--- src/rtl/cpu_sequencer.sv ---
// cpu_sequencer: control FSM for the 8-bit accumulator CPU.
// Sequences fetch / decode / execute over the shared sysbus, stretches
// memory phases while mem_ready is low, halts on HALT until run, and
// counts retired instructions.
module cpu_sequencer #(
  parameter int WORD_W = 8,
  parameter int OP_W   = 3,
  parameter int CNT_W  = 16
) (
  input  logic             clock,
  input  logic             reset,
  input  logic [OP_W-1:0]  op,
  input  logic             z_flag,
  input  logic             mem_ready,
  input  logic             run,
  output logic             ACC_bus,
  output logic             load_ACC,
  output logic             PC_bus,
  output logic             load_PC,
  output logic             INC_PC,
  output logic             load_IR,
  output logic             Addr_bus,
  output logic             load_MAR,
  output logic             MDR_bus,
  output logic             load_MDR,
  output logic             ALU_ACC,
  output logic             ALU_add,
  output logic             ALU_sub,
  output logic             ALU_xor,
  output logic             CS,
  output logic             R_NW,
  output logic             halted,
  output logic [CNT_W-1:0] instr_count
);

  // The instruction word must leave room for an address field.
  if (WORD_W <= OP_W) begin : g_bad_width
    $error("cpu_sequencer: WORD_W must exceed OP_W");
  end

  // Opcode encodings shared with the instruction decoder / assembler.
  localparam logic [OP_W-1:0] OP_LOAD  = OP_W'(0);
  localparam logic [OP_W-1:0] OP_STORE = OP_W'(1);
  localparam logic [OP_W-1:0] OP_ADD   = OP_W'(2);
  localparam logic [OP_W-1:0] OP_SUB   = OP_W'(3);
  localparam logic [OP_W-1:0] OP_XOR   = OP_W'(4);
  localparam logic [OP_W-1:0] OP_BNE   = OP_W'(5);
  localparam logic [OP_W-1:0] OP_HALT  = OP_W'(6);

  typedef enum logic [2:0] {
    FETCH_A, FETCH_B, EXEC_A, EXEC_B, EXEC_C, HALTED
  } state_t;

  state_t           state, nxt;
  logic             retire;
  logic [CNT_W-1:0] cnt;

  // Opcodes that need a memory operand (address goes to MAR in EXEC_A).
  logic is_mem, is_read_alu;
  assign is_read_alu = (op == OP_LOAD) || (op == OP_ADD) ||
                       (op == OP_SUB)  || (op == OP_XOR);
  assign is_mem      = is_read_alu || (op == OP_STORE);

  // State register and retired-instruction counter; reset abandons the
  // current instruction without counting it.
  always_ff @(posedge clock) begin
    if (reset) begin
      state <= FETCH_A;
      cnt   <= '0;
    end else begin
      state <= nxt;
      if (retire) cnt <= cnt + 1'b1;
    end
  end

  // Next-state and strobe decode; Mealy terms depend only on op, z_flag
  // and mem_ready. Reset overrides everything to an idle, non-driving bus.
  always_comb begin
    nxt      = state;
    retire   = 1'b0;
    ACC_bus  = 1'b0;
    load_ACC = 1'b0;
    PC_bus   = 1'b0;
    load_PC  = 1'b0;
    INC_PC   = 1'b0;
    load_IR  = 1'b0;
    Addr_bus = 1'b0;
    load_MAR = 1'b0;
    MDR_bus  = 1'b0;
    load_MDR = 1'b0;
    ALU_ACC  = 1'b0;
    ALU_add  = 1'b0;
    ALU_sub  = 1'b0;
    ALU_xor  = 1'b0;
    CS       = 1'b0;
    R_NW     = 1'b1;
    halted   = 1'b0;

    case (state)
      FETCH_A: begin
        PC_bus   = 1'b1;
        load_MAR = 1'b1;
        nxt      = FETCH_B;
      end

      FETCH_B: begin
        CS      = 1'b1;
        MDR_bus = 1'b1;
        if (mem_ready) begin
          load_IR = 1'b1;
          INC_PC  = 1'b1;
          nxt     = EXEC_A;
        end
      end

      EXEC_A: begin
        if (is_mem) begin
          Addr_bus = 1'b1;
          load_MAR = 1'b1;
          nxt      = EXEC_B;
        end else if (op == OP_BNE) begin
          // Branch target comes straight off the IR address field.
          Addr_bus = !z_flag;
          load_PC  = !z_flag;
          retire   = 1'b1;
          nxt      = FETCH_A;
        end else if (op == OP_HALT) begin
          retire = 1'b1;
          nxt    = HALTED;
        end else begin
          // Unassigned opcode behaves as a NOP.
          retire = 1'b1;
          nxt    = FETCH_A;
        end
      end

      EXEC_B: begin
        if (op == OP_STORE) begin
          ACC_bus  = 1'b1;
          load_MDR = 1'b1;
          nxt      = EXEC_C;
        end else if (is_read_alu) begin
          CS       = 1'b1;
          MDR_bus  = 1'b1;
          ALU_ACC  = 1'b1;
          ALU_add  = (op == OP_ADD);
          ALU_sub  = (op == OP_SUB);
          ALU_xor  = (op == OP_XOR);
          if (mem_ready) begin
            load_ACC = 1'b1;
            retire   = 1'b1;
            nxt      = FETCH_A;
          end
        end else begin
          // IR changed under us: drop back to fetch without retiring.
          nxt = FETCH_A;
        end
      end

      EXEC_C: begin
        CS   = 1'b1;
        R_NW = 1'b0;
        if (mem_ready) begin
          retire = 1'b1;
          nxt    = FETCH_A;
        end
      end

      HALTED: begin
        halted = 1'b1;
        if (run) nxt = FETCH_A;
      end

      default: nxt = FETCH_A;
    endcase

    if (reset) begin
      ACC_bus  = 1'b0;
      load_ACC = 1'b0;
      PC_bus   = 1'b0;
      load_PC  = 1'b0;
      INC_PC   = 1'b0;
      load_IR  = 1'b0;
      Addr_bus = 1'b0;
      load_MAR = 1'b0;
      MDR_bus  = 1'b0;
      load_MDR = 1'b0;
      ALU_ACC  = 1'b0;
      ALU_add  = 1'b0;
      ALU_sub  = 1'b0;
      ALU_xor  = 1'b0;
      CS       = 1'b0;
      R_NW     = 1'b1;
      halted   = 1'b0;
    end
  end

  assign instr_count = reset ? '0 : cnt;

  // Only one driver may own sysbus in any cycle.
  a_bus_onehot: assert property (@(posedge clock) disable iff (reset)
    $onehot0({ACC_bus, PC_bus, Addr_bus, MDR_bus}));

endmodule

--- config.mk ---
export PLATFORM = sky130hd
export DESIGN_NAME = cpu_sequencer
export DESIGN_NICKNAME = d
export VERILOG_FILES = /design/src/rtl/cpu_sequencer.sv
export SDC_FILE = /design/constraint.sdc
export NUM_CORES = 1
export LEC_CHECK = 0
export CAP_MARGIN = 5
export CORE_ASPECT_RATIO = 1.25
export CORE_UTILIZATION = 43
export CTS_CLUSTER_DIAMETER = 120
export DETAILED_ROUTE_END_ITERATION = 16
export PLACE_DENSITY = 0.8
export SLEW_MARGIN = 20
export SYNTH_ARGS = -nofsm -noshare
export SYNTH_HDL_FRONTEND = slang
export SYNTH_SLANG_ARGS = --single-unit
export TNS_END_PERCENT = 5
--- constraint.sdc ---
create_clock -name clock -period 1.4 [get_ports clock]
set_input_delay 0.21 -clock clock [delete_from_list [all_inputs] [get_ports clock]]
set_output_delay 0.21 -clock clock [all_outputs]
set_load 0.05 [all_outputs]
==> results of run 1 <==
[what timing repair did]
| action | 4_1_cts | 5_1_grt |
|---|---|---|
| setup buffers | 3 | 2 |
| gates resized for setup | 48 | 23 |
| pin swaps | 5 | 1 |
| endpoints found under the hold margin | 0 | 0 |
| setup endpoints to repair | 52 | 48 |
[per-layer routing]
metal	up-vias	track usage [%]	wire [um]
met5	-	0	0
met4	0	18.9	389
met3	41	3.83	421
met2	121	59.3	3530
met1	887	34.2	2400
li1	793	-	-
[placed cells by master, fill, tap and decap left out, types with 2 or more instances in the layout]
cell type,netlist,routed
inv_1,4,4
and3_1,3,2
and2_4,0,2
buf_6,3,10
dfxtp_1,19,16
mux2_4,8,8
nor2b_1,17,2
o22ai_1,2,2
mux2_1,6,6
nand4_1,3,3
nor2b_2,0,12
and2_1,4,2
a21oi_4,0,4
and4_1,3,3
nor2_2,1,7
buf_12,0,34
dlygate4sd2_1,0,3
nand2_2,1,2
o21ai_0,2,2
a21oi_1,5,3
nand2_1,11,10
nor3_4,0,4
nor2b_4,0,3
clkdlybuf4s50_1,0,2
buf_4,2,38
nand3_1,7,6
nor3_1,8,3
dfxtp_4,0,2
nor2_1,24,18
o21ai_1,3,3
buf_8,1,2
a21oi_2,9,7
clkbuf_8,0,3
[cell type report]
cell class,instances,area (um^2),share of cell area [%]
clock buffer,4,45.0,1.56
inverter,5,18.8,0.650
multi-input combinational,140,1220,42.3
sequential,19,389,13.5
tap,37,46.3,1.60
timing repair buffer,90,1170,40.4
[sequential cells by signal (all words and copies together) (netlist names)]
signal / count
cnt: 16
state: 3
[synth_stat cells (all sizes together)]
master	number	area share (%)
o22ai	2	0.84
nand3	7	2.4
and4	3	1.8
a31oi	1	0.42
and2	4	1.7
a21boi	1	0.50
dfxtp	19	26
nand3b	1	0.50
a32o	1	0.67
ha	1	0.84
nand2	12	3.2
a21oi	14	7.0
nor4b	1	0.59
and3	3	1.3
o21ai	5	1.7
a2111oi	2	2.0
nand2b	1	0.42
nor2	25	6.5
o22a	1	0.59
nor2b	17	7.1
nor3	8	2.7
o211a	1	1.2
or2b	1	0.59
a211oi	2	1.0
and2b	1	0.50
mux2	14	13
inv	5	1.3
o221a	1	0.76
nand4	4	2.7
buf	11	5.9
nor4	3	1.3
a21o	2	1.0
a32oi	1	1.8
clkbuf	5	1.3
[power by group through the flow]
stage                     Combinational [W]  Sequential, W  Clock, W
after floorplan                    0.000256       0.000572         0
after global placement             0.000425       0.000573         0
after detailed placement           0.000436       0.000575         0
after CTS                          0.000492       0.000564  0.000399
after global routing               0.000573       0.000567  0.000437
final                              0.000561       0.000568  0.000418
[worst paths after layout]
path / startpoint / end / slack (ns) / cells past startpoint
worst min-delay path: run / state[2] / 0.58 / 2
worst max-delay path: state[0] / cnt[13] / -0.53 / 5
worst max register to register: state[0] / cnt[13] / -0.53 / 5
worst min register to register: cnt[14] / cnt[14] / 0.59 / 2
[stage by stage]
step                      power (W)  TNS, ns
final                       0.00155   -11.32
after global routing        0.00158   -12.24
after CTS                   0.00146    -7.73
after detailed placement    0.00101   -23.61
after global placement     0.000998   -21.44
after floorplan            0.000828    -4.94
[cells by family after synthesis]
group	Yosys count	synth area share, %
AO/OA/AOI/OAI	34	19.5
adder cells (fa/ha/maj)	1	0.840
buffers and inverters	21	8.40
flip-flops	19	25.5
multiplexers	14	12.6
AND/OR/NAND/NOR	91	33.1
==> impl_metrics.tcl, run 1 <==
set metrics [dict create \
    p_leak_nw 1.12 \
    hpwl_mm 3.41 \
    crit_fanout 5 \
    layout.nets 268 \
    drtIter0Drc 112 \
    hold_path.class "input port to flop" \
    antenna_found_initial 0 \
    syn_avg_cell_area_um2 8.27 \
    setup_viol 36 \
    intPower_w 0.00100 \
    grt_pass1_wl_mm 8.51 \
    cp.arrival_ns 2.09 \
    power.share.switching_pct 35.0 \
    diodes 0 \
    final_cells 295 \
    vias 1842 \
    cp_slowest_cell "a2111oi_2" \
    vdd_drop_max_uv 479 \
    grt_max_degree 24 \
    hold_violations 0 \
    fin_area_mm2 0.00289 \
    dieArea_mm2 0.00370 \
    h-tree-depth 1 \
    cts_buffer_depth 2 \
    viasPerCell 6.24 \
    drive_gt1_share_pct 60.5 \
    synth_area_mm2 0.00149 \
    remaining_drc_errors 0 \
    power_frac_seq_pct 36.7 \
    final_core_util_pct 88.8 \
    start_util_pct 45.8 \
    globalRouteTotalUtil_pct 32.6 \
    tightest_slew_ns 0.337 \
    dieWidth_um 54.6 \
    wl_per_cell_um 22.8 \
    slew_headroom_pct 77.5 \
    power.density_mw_per_mm2 536 \
    syn_inst 180 \
    setup.worst_path.start_class "flop" \
    violations "setup timing" \
    crit_chain "nor2_2, a32oi_4, buf_4, a2111oi_2, mux2_1" \
    grt_pass1_vias 1769 \
    ys.warnings.count 0 \
    endpoint_kind "flop" \
    required_ns 1.56 \
    place_inst 286 \
    ant_nets 0 \
    fp-row-count 23 \
    gp_congestion 0.811 \
    period_share_pct 138 \
    dpl_cell_area_mm2 0.00257 \
    overflow 0 \
    p_comb_share_pct 36.3 \
    hold_buffers 0 \
    cp_num_buf_inv 1 \
    hold_slack_ns 0.578 \
    synth_cell_types 45 \
    path_class "flop to flop" \
    fp.dieH_um 67.8 \
    io_buffer_count 40 \
    clk_pin_slew_ns 0.09 \
    wl_mm 6.74 \
    critPathTopFamily "compound AO/OA/AOI/OAI gates" \
    status "finished, violations left" \
    ys_seq_area_share_pct 25.5 \
    cts_tree "yes" \
    ys_seq_elements 19 \
    min_period_ns 1.93 \
    layout_setup_ws_ns -0.529 \
    syn-num-nets 189 \
    slowest_delay_ns 0.41 \
    rsz0062_at_grt "yes" \
    fmax_mhz 519 \
    dr.pass1.iters 4 \
    nFillCells 124 \
    clock_skew_ns 0.0124 \
    cts_made_buffers 3 \
    cts.sinks 19 \
    ioPinCount 41 \
    maxCapViolCount 0 \
    areaGrowthSynthToFinish_pct 93.9 \
    coreArea_mm2 0.00325 \
    clkLatencyLatePin_ns 0.27 \
    maxSlewViolCount 0 \
    dp_slack_ns -0.744 \
    switchingPower_w 0.000542 \
    clkPwrFrac_pct 27.0 \
    cts-root-buf "clkbuf_8" \
]
No activity file was read; power rests on OpenSTA's default activity.
==> run 2: changes to the inputs <==
--- a/config.mk
+++ b/config.mk
@@ -5,7 +5,7 @@
 export SDC_FILE = /design/constraint.sdc
 export NUM_CORES = 1
 export LEC_CHECK = 0
-export CAP_MARGIN = 5
+export CAP_MARGIN = 15
 export CORE_ASPECT_RATIO = 1.25
 export CORE_UTILIZATION = 43
 export CTS_CLUSTER_DIAMETER = 120
@@ -15,4 +15,3 @@
 export SYNTH_ARGS = -nofsm -noshare
 export SYNTH_HDL_FRONTEND = slang
 export SYNTH_SLANG_ARGS = --single-unit
-export TNS_END_PERCENT = 5
==> run 2 against run 1 <==
- the run still ends with setup timing left
- non-clock buffer count increased by 25
- flip-flop and latch count unchanged
- clock-buffer cell count decreased by 1
- fmax increased by 0.76%
- register-to-register slack improved by 0.04 ns
- clock skew decreased by 0.010 ns
- combinational power increased by 20%
- first-iteration DRC count increased by 27%
- wire length increased by 24%
- final cell count increased by 8.5%
- utilization increased by 6.1 points
- clock power about the same
==> impl_metrics.tcl, run 2 (synthesized netlist as in run 1, its figures left out) <==
set metrics [dict create \
    clock_skew_ns 0.00208 \
    setup_viol 41 \
    fp-row-count 23 \
    setup.worst_path.start_class "flop" \
    antenna_found_initial 0 \
    maxSlewViolCount 0 \
    overflow 0 \
    clkLatencyLatePin_ns 0.27 \
    min_period_ns 1.91 \
    fmax_mhz 522 \
    status "finished, violations left" \
    hold_slack_ns 0.371 \
    viasPerCell 6.71 \
    grt_max_degree 22 \
    required_ns 1.19 \
    hold_buffers 0 \
    dieArea_mm2 0.00370 \
    violations "setup timing" \
    rsz0062_at_grt "yes" \
    final_common_cell "buf_4" \
    layout.nets 293 \
    dieWidth_um 54.6 \
    timing.rr.end "cnt[12]" \
    tightest_slew_ns 0.495 \
    crit_start "state[2]" \
    final_cells 320 \
    io_buffer_count 40 \
    slew_headroom_pct 67.0 \
    crit_fanout 3 \
    maxCapViolCount 0 \
    areaGrowthSynthToFinish_pct 107 \
    path_class "flop to output pin" \
    hpwl_mm 3.50 \
    clk_pin_slew_ns 0.08 \
    worstSetupEndpoint "ALU_add" \
    period_share_pct 137 \
    cts.sinks 19 \
    register_area_um2 388 \
    ant_nets 0 \
    remaining_drc_errors 0 \
    slowest_delay_ns 0.35 \
    layout_setup_ws_ns -0.514 \
    h-tree-depth 1 \
    cp_num_buf_inv 3 \
    cp_num_cells 6 \
    dp_slack_ns -0.646 \
    hold_path.class "input port to flop" \
    cts-root-buf "clkbuf_8" \
    nFillCells 80 \
    final_core_util_pct 94.9 \
    ioPinCount 41 \
    drtIter0Drc 142 \
    diodes 0 \
    cts_tree "yes" \
    worst_path_most_repeated_cell "buf_6" \
    largest_reg_flops 16 \
    cts_made_buffers 3 \
    top_register "cnt" \
    r2r_cells 8 \
    rrSetupSlack_ns -0.49 \
    vdd_drop_max_uv 850 \
    grt_pass1_wl_mm 9.71 \
    vias 2147 \
    wl_mm 8.39 \
    multi_input_area_mm2 0.00135 \
    cp.arrival_ns 1.70 \
    power.density_mw_per_mm2 537 \
    top_regs "cnt: 16 flops, state: 3 flops" \
    crit_chain "buf_6, buf_6, nor4_4, nand2_1, nor2_4, buf_12" \
    cp_slowest_cell "dfxtp_2" \
    layout_common_cells "buf_4, nor2_1, buf_12" \
    globalRouteTotalUtil_pct 37.4 \
    rr_startpoint "state[2]" \
    hold_violations 0 \
    place_inst 289 \
    dr.pass1.iters 5 \
    wl_per_cell_um 26.2 \
    gp_congestion 0.876 \
    critPathTopFamily "simple AND/OR/NAND/NOR gates" \
    coreArea_mm2 0.00325 \
    drive_gt1_share_pct 69.3 \
    cts_buffer_depth 2 \
    p_leak_nw 1.25 \
    grt_pass1_vias 1998 \
    fp.dieH_um 67.8 \
    endpoint_kind "output pin" \
    start_util_pct 45.8 \
]
==> run 2: cell count changes in the layout (fill, tap and decap cells not counted), moves of 4 or more <==
cell,delta
mux2_1,-5
buf_4,+28
mux2_4,+4
nor2_2,-6
buf_12,-14
nor2b_2,-5
buf_6,+9
nand2_1,-4
nor2b_1,+6
==> run 2: power by group <==
part / internal, W / switching (W) / total, W
sequential: 0.000550 / 0.0000161 / 0.000566
combinational: 0.000312 / 0.000359 / 0.000671
clock: 0.000199 / 0.000219 / 0.000419
==> run 2: worst reg2reg max path, stage by stage, from the launching register on <==
cell and delay, ns:
dfxtp_2 0.35, buf_6 0.14, a21oi_4 0.18, buf_6 0.14
nand4_4 0.14, buf_4 0.19, buf_6 0.11, a211oi_2 0.18
mux2_1 0.35
==> run 2: cell type report <==
type | instances | area share [%]
multi-input cells | 140 | 43.6
repair buffers | 115 | 39.9
flip-flops and latches | 19 | 12.6
well taps | 37 | 1.50
clock buffers | 3 | 1.34
inverters | 5 | 0.892
clock inverters | 1 | 0.162
==> run 2: per-layer routing <==
layer	vias up	share of wire, %	GRT usage, %
met1	983	33	39.6
met4	0	9.7	30.4
li1	845	-	-
met3	86	11	4.95
met2	233	47	63.4
met5	-	0	0
==> run 2: repair_timing <==
item / in CTS / in global routing
gates cloned: 1 / 0
setup buffers: 18 / 9
setup endpoints to repair: 36 / 45
gates resized for setup: 43 / 41
pin swaps: 19 / 13
==> run 2: how the worst min path moves through the flow <==
stage | start | endpoint | slack [ns] | depth (start not counted)
after floorplan | run | state[2] | 0.33 | 1
after global placement | cnt[1] | cnt[1] | 0.50 | 2
after detailed placement | cnt[1] | cnt[1] | 0.51 | 2
after CTS | reset | state[2] | 0.36 | 2
after global routing | reset | state[1] | 0.36 | 2
final | reset | state[1] | 0.37 | 2
==> run 2: per-stage QoR <==
| step | power, W | TNS, ns | area, um^2 |
|---|---|---|---|
| after global placement | 0.00101 | -15.11 | 2470 |
| final | 0.00166 | -13.59 | 3090 |
| after global routing | 0.00169 | -15.23 | 3090 |
| after detailed placement | 0.00103 | -16.29 | 2470 |
| after CTS | 0.00153 | -9.52 | 2840 |
| after floorplan | 0.000843 | -3.21 | 1660 |
==> run 3: changes to the inputs <==
--- a/config.mk
+++ b/config.mk
@@ -11,6 +11,7 @@
 export CTS_CLUSTER_DIAMETER = 120
 export DETAILED_ROUTE_END_ITERATION = 16
 export PLACE_DENSITY = 0.8
+export SETUP_SLACK_MARGIN = 0.15
 export SLEW_MARGIN = 20
 export SYNTH_ARGS = -nofsm -noshare
 export SYNTH_HDL_FRONTEND = slang
==> run 3 against run 2 <==
- the run now fails in global routing (5_1_grt)
- synthesized cell count unchanged
- synthesized area unchanged
==> impl_metrics.tcl, run 3 <==
set metrics [dict create \
    status "did not finish" \
    failing_step "global routing (5_1_grt)" \
    error_line "[ERROR DPL-0033] detailed placement checks failed during check placement." \
    synth_most_common_cell "nor2_1" \
    syn_inst 180 \
    dp_slack_ns -0.659 \
    gp_congestion 0.916 \
    antenna_found_initial 0 \
    worstEpCategory "sequential cell input" \
    synth_area_mm2 0.00149 \
    fp.dieH_um 67.8 \
    syn-num-nets 189 \
    dpl_cell_area_mm2 0.00254 \
    syn_avg_cell_area_um2 8.27 \
    synth-async-reset-ratio_pct 0 \
    grt_max_degree 24 \
    start_util_pct 45.8 \
    cts_buffer_depth 2 \
    crit_endpoint "state[0]$_SDFFE_PP0P_/D" \
    h-tree-depth 1 \
    synth_edf_count 0 \
    fp-row-count 23 \
    synth_top_area_share_pct 25.5 \
    cts-root-buf "clkbuf_8" \
    place_inst 289 \
    dieWidth_um 54.6 \
    synth_cell_types 45 \
    ioPinCount 41 \
    hpwl_mm 3.67 \
    yosys-top-cells-count "nor2_1, dfxtp_1, nor2b_1" \
    ys.warnings.count 0 \
    yosys.area.top_type "dfxtp_1" \
    hold_buffers 0 \
    ys_seq_area_share_pct 25.5 \
    cts_made_buffers 3 \
    io_buffer_count 40 \
    synthTopCellsByArea "dfxtp_1, mux2_4, nor2b_1" \
    ys_seq_elements 19 \
    cts.sinks 19 \
    ys_dominant_reg_cell "dfxtp_1" \
]
## run 3: cell counts after synthesis
Identical to the previous run, type by type.
## run 3: cell families after synthesis
family	Yosys count	share of synthesized area (%)
and+or+nand+nor	91	33.1
DFF	19	25.5
AOI/OAI and AO/OA	34	19.5
buffers and inverters	21	8.40
muxes	14	12.6
adders and majority gates	1	0.840
## run 3: per-stage QoR
| stage | utilization [%] | TNS (ns) |
|---|---|---|
| after detailed placement | 78.0 | -16.63 |
| after floorplan | - | -2.83 |
| after global placement | 78.0 | -15.55 |
| after CTS | 91.5 | -8.25 |
## run 3: what timing repair did
item                       in CTS
resized for setup              72
pin swaps                      14
gates cloned                    0
setup buffers                  16
setup endpoints to repair      52
==> run 4: changes to the inputs <==
--- a/config.mk
+++ b/config.mk
@@ -6,12 +6,9 @@
 export NUM_CORES = 1
 export LEC_CHECK = 0
 export CAP_MARGIN = 15
-export CORE_ASPECT_RATIO = 1.25
-export CORE_UTILIZATION = 43
-export CTS_CLUSTER_DIAMETER = 120
+export CORE_UTILIZATION = 35
 export DETAILED_ROUTE_END_ITERATION = 16
-export PLACE_DENSITY = 0.8
-export SETUP_SLACK_MARGIN = 0.15
+export PLACE_DENSITY_LB_ADDON = 0.15
 export SLEW_MARGIN = 20
 export SYNTH_ARGS = -nofsm -noshare
 export SYNTH_HDL_FRONTEND = slang
==> constraint.sdc (replaced) <==
create_clock -name clock -period 1.8 [get_ports clock]
set_input_delay 0.27 -clock clock [delete_from_list [all_inputs] [get_ports clock]]
set_output_delay 0.27 -clock clock [all_outputs]
set_load 0.05 [all_outputs]
==> run 4 against run 3 <==
- the flow now finishes, with violations (setup timing)
==> impl_metrics.tcl, run 4 (synthesized netlist as in run 1, its figures left out) <==
set metrics [dict create \
    status "finished, violations left" \
    violations "setup timing" \
    top_register "cnt" \
    wl_per_cell_um 14.7 \
    place_inst 283 \
    gp_congestion 0.827 \
    cts_made_buffers 3 \
    setup.worst_path.start_class "flop" \
    crit_fanout 6 \
    p_leak_nw 1.07 \
    hpwl_mm 3.12 \
    grt_pass1_vias 1450 \
    cts.sinks 19 \
    areaGrowthSynthToFinish_pct 83.4 \
    grt_pass1_wl_mm 6.59 \
    final_common_cell "buf_12" \
    hold_depth 2 \
    cts_tree "yes" \
    final.setup.tns_ns -0.0349 \
    rsz0062_at_grt "yes" \
    diodes 0 \
    antenna_found_initial 0 \
    path_class "flop to output pin" \
    cts-root-buf "clkbuf_8" \
    maxCapViolCount 0 \
    drtIter0Drc 56 \
    fmax_mhz 550 \
    hold_violations 0 \
    cp.arrival_ns 1.55 \
    h-tree-depth 1 \
    r2r_cells 6 \
    globalRouteTotalUtil_pct 19.1 \
    drive_gt1_share_pct 51.2 \
    hold_path.class "flop to flop" \
    dieArea_mm2 0.00452 \
    period_share_pct 101 \
    power.density_mw_per_mm2 421 \
    io_buffer_count 40 \
    layout_setup_ws_ns -0.0177 \
    grt_max_degree 30 \
    final_cells 298 \
    clk_pin_slew_ns 0.08 \
    top_regs "cnt: 16 flops, state: 3 flops" \
    fp.dieH_um 67.2 \
    start_util_pct 37.0 \
    min_period_ns 1.82 \
    fp-row-count 23 \
    remaining_drc_errors 0 \
    required_ns 1.53 \
    vias 1574 \
    cts_buffer_depth 2 \
    ioPinCount 41 \
    tightest_slew_ns 0.333 \
    wl_mm 4.37 \
    layout.nets 258 \
    coreArea_mm2 0.00403 \
    overflow 0 \
    slew_headroom_pct 77.6 \
    clock_skew_ns 0.00462 \
    viasPerCell 5.28 \
    dieWidth_um 67.2 \
    largest_reg_flops 16 \
    ant_nets 0 \
    layout_common_cells "buf_12, buf_4, nor2_1" \
    hold_buffers 0 \
    clkLatencyLatePin_ns 0.26 \
    maxSlewViolCount 0 \
    vdd_drop_max_uv 309 \
    setup_viol 2 \
    endpoint_kind "output pin" \
    dr.pass1.iters 4 \
]
-- run 4: per-stage QoR --
stage	instance area, um^2	total power [W]	hold WS, ns	setup slack [ns]	util (%)
2_1_floorplan	1560	0.000633	0.384	-0.232	-
3_3_place_gp	2460	0.000762	0.478	-0.339	61.0
3_5_place_dp	2460	0.000767	0.496	-0.374	61.0
4_1_cts	2570	0.00110	0.508	-0.0176	63.7
5_1_grt	2730	0.00120	0.565	-0.0764	67.8
6_report	2730	0.00115	0.517	-0.0177	67.8
-- run 4: final cells by class --
class	instances	area (um^2)
Fill cell	322	1300
Clock inverter	1	5.00
Clock buffer	3	41.3
Tap cell	50	62.6
Multi-Input combinational cell	140	1150
Timing Repair Buffer	80	1060
Sequential cell	19	389
Inverter	5	18.8
-- run 4: timing repair --
| action | 4_1_cts | 5_1_grt |
|---|---|---|
| endpoints found under the setup margin | 35 | 15 |
| setup buffers | 2 | 10 |
| gates resized for setup | 21 | 21 |
| pin swaps | 1 | 2 |
-- run 4: power by group --
part           switching (W)  internal, W  total, W  leakage [nW]
sequential        0.00000906     0.000426  0.000435         0.155
clock               0.000163     0.000154  0.000317        0.0255
combinational       0.000206     0.000192  0.000399         0.885
total               0.000378     0.000773   0.00115          1.07
-- run 4: worst max-delay path: stages (launching register included) --
cell,delay (ns)
dfxtp_4,0.37
buf_8,0.13
buf_12,0.13
nor2b_4,0.15
nor4b_4,0.20
buf_4,0.17
buf_12,0.13
-- run 4: final timing paths --
path,endpoint,slack [ns],from
worst min register to register,cnt[1],0.52,cnt[1]
worst max-delay path,INC_PC,-0.02,state[1]
worst max register to register,cnt[13],0.09,state[0]
worst min-delay path,cnt[1],0.52,cnt[1]
-- run 4: routing by layer --
layer / vias up / track usage (%) / wire [um]
li1: 766 / - / -
met1: 766 / 22.8 / 1840
met2: 36 / 33.6 / 2300
met3: 6 / 3.21 / 164
met4: 0 / 7.45 / 58
met5: - / 0 / 0
==> edit (config.mk and constraints of run 4) <==
Set the parameter `CNT_W` to 12 (it was 16).
--- a/src/rtl/cpu_sequencer.sv
+++ b/src/rtl/cpu_sequencer.sv
@@ -5,7 +5,7 @@
 module cpu_sequencer #(
   parameter int WORD_W = 8,
   parameter int OP_W   = 3,
-  parameter int CNT_W  = 16
+  parameter int CNT_W  = 12
 ) (
   input  logic             clock,
   input  logic             reset,
Ports: changed (resized instr_count); port bits go from 41 to 37. The function was not compared with the original's and may differ.
==> edit against run 4 <==
  * The run still ends with setup timing left
  * Total power shrank 27%
  * Final cell count down 13%
  * Sequential cell count down 4
  * Synthesized area fell by 25%
  * Setup slack lost 0.076 ns
  * Utilization is 13 points higher
  * Non-clock buffer count decreased by 1
  * Final area down 10%
  * Routed wire length fell by 3.7%
  * Critical endpoint is now ALU_add
==> edit: results (changes against run 4) <==
Pwr:
- The leakage power is 0.969 nW (-9.1%).
- The share of total power consumed by net switching is 33.3% (+0.41 points).
- The share of power burned in registers was 41.0% (+3.2 points).
- The worst voltage drop across the vdd grid is 350 uV (+13%).

Routing:
- The total length of routed wires is 4210 um (-3.7%).
- The routed wirelength normalized by instance count is 16.3 um (+11%).

Placed design:
- The weighted congestion at the end of routability-driven global placement was 0.892 (+7.9%).
- The sum of net half-perimeters after detailed placement came to 2530 um (-19%).
- The number of buffer cells added on primary ports is 36 (-10%).
- The count of placed standard cells including taps came to 235 (-17%).

Synth:
- Sorting the synthesized cells by area gives the leading types as sky130_fd_sc_hd__dfxtp_1, sky130_fd_sc_hd__mux2_2, sky130_fd_sc_hd__nor2b_1.
- The synthesized-area fraction occupied by ao, oa, aoi and oai cells came to 16.3% (-3.2 points).
- The sequential-to-total area share from yosys stat came to 27.0% (+1.5 points).
- The share of synthesized area spent on multiplexers is 12.5% (-0.12 points).

Status:
- The run finished, with violations left.
- The checks that failed: setup timing.

Worst setup path:
- The endpoint of the worst setup timing path is ALU_add.
- The largest fanout on the critical path is 8 (+2).
- The gate family responsible for the most delay along the worst path is simple AND/OR/NAND/NOR gates.
- The critical path arrival came to 1.62 ns (+0.07 ns).
- The launching instance or port of the critical path is state[2].
- On the critical path, the stage with the largest delay is an instance of sky130_fd_sc_hd__dfxtp_2.

Clocking:
- CTS placed an instance of sky130_fd_sc_hd__clkbuf_4 at the clock tree root.
- The insertion delay to the later sink of the worst-skew pair came to 0.30 ns (+0.04 ns).

Final layout:
- The largest registers in the layout are cnt x12, state x3.

STA:
- The minimum setup slack in the final design is -0.0941 ns (-0.0764 ns).
- The setup violation total in the final timing report is 13 (+11).

Global routing:
- The number of global-route vias before repair is 1252 (-14%).
## edit: cell count changes after synthesis, moves of 4 or more
| cell | before | now |
|---|---|---|
| sky130_fd_sc_hd__mux2_2 | 0 | 8 |
| sky130_fd_sc_hd__nor2_1 | 24 | 16 |
| sky130_fd_sc_hd__a21oi_1 | 5 | 14 |
| sky130_fd_sc_hd__dfxtp_1 | 19 | 15 |
| sky130_fd_sc_hd__nand2_1 | 11 | 7 |
| sky130_fd_sc_hd__mux2_4 | 8 | 1 |
| sky130_fd_sc_hd__a21oi_2 | 9 | 1 |
| sky130_fd_sc_hd__nor3_1 | 8 | 3 |
## edit: area by class of cell
class | instances | area, sq um | share of cell area [%]
Clock buffer | 3 | 22.5 | 0.921
Clock inverter | 1 | 5.00 | 0.205
Inverter | 2 | 7.51 | 0.307
Multi-Input combinational cell | 114 | 1030 | 42.0
Sequential cell | 15 | 309 | 12.6
Tap cell | 44 | 55.1 | 2.25
Timing Repair Buffer | 79 | 1020 | 41.6
## edit: what timing repair did
action                                  4_1_cts  5_1_grt
cloned                                        1        0
endpoints found under the setup margin       27       23
hold buffers                                  0        0
gates resized for setup                      27       35
pin swaps                                     9       21
setup buffers                                 7       11
## edit: per-stage QoR
stage               TNS [ns]  hold WS [ns]
floorplan              -1.18         0.494
detailed placement     -6.75         0.535
finish                -0.459         0.531
global placement       -6.46         0.521
global route           -1.50         0.539
CTS                   -0.434         0.537
## edit: routing by layer
metal / GRT usage [%] / part of all wire (%) / vias up / wire length (um)
met3: 5.71 / 4.4 / 14 / 185
met2: 35.5 / 50 / 37 / 2110
li1: - / - / 650 / -
met4: 7.14 / 2.3 / 0 / 97
met1: 30.7 / 43 / 651 / 1810
met5: 0 / 0 / - / 0
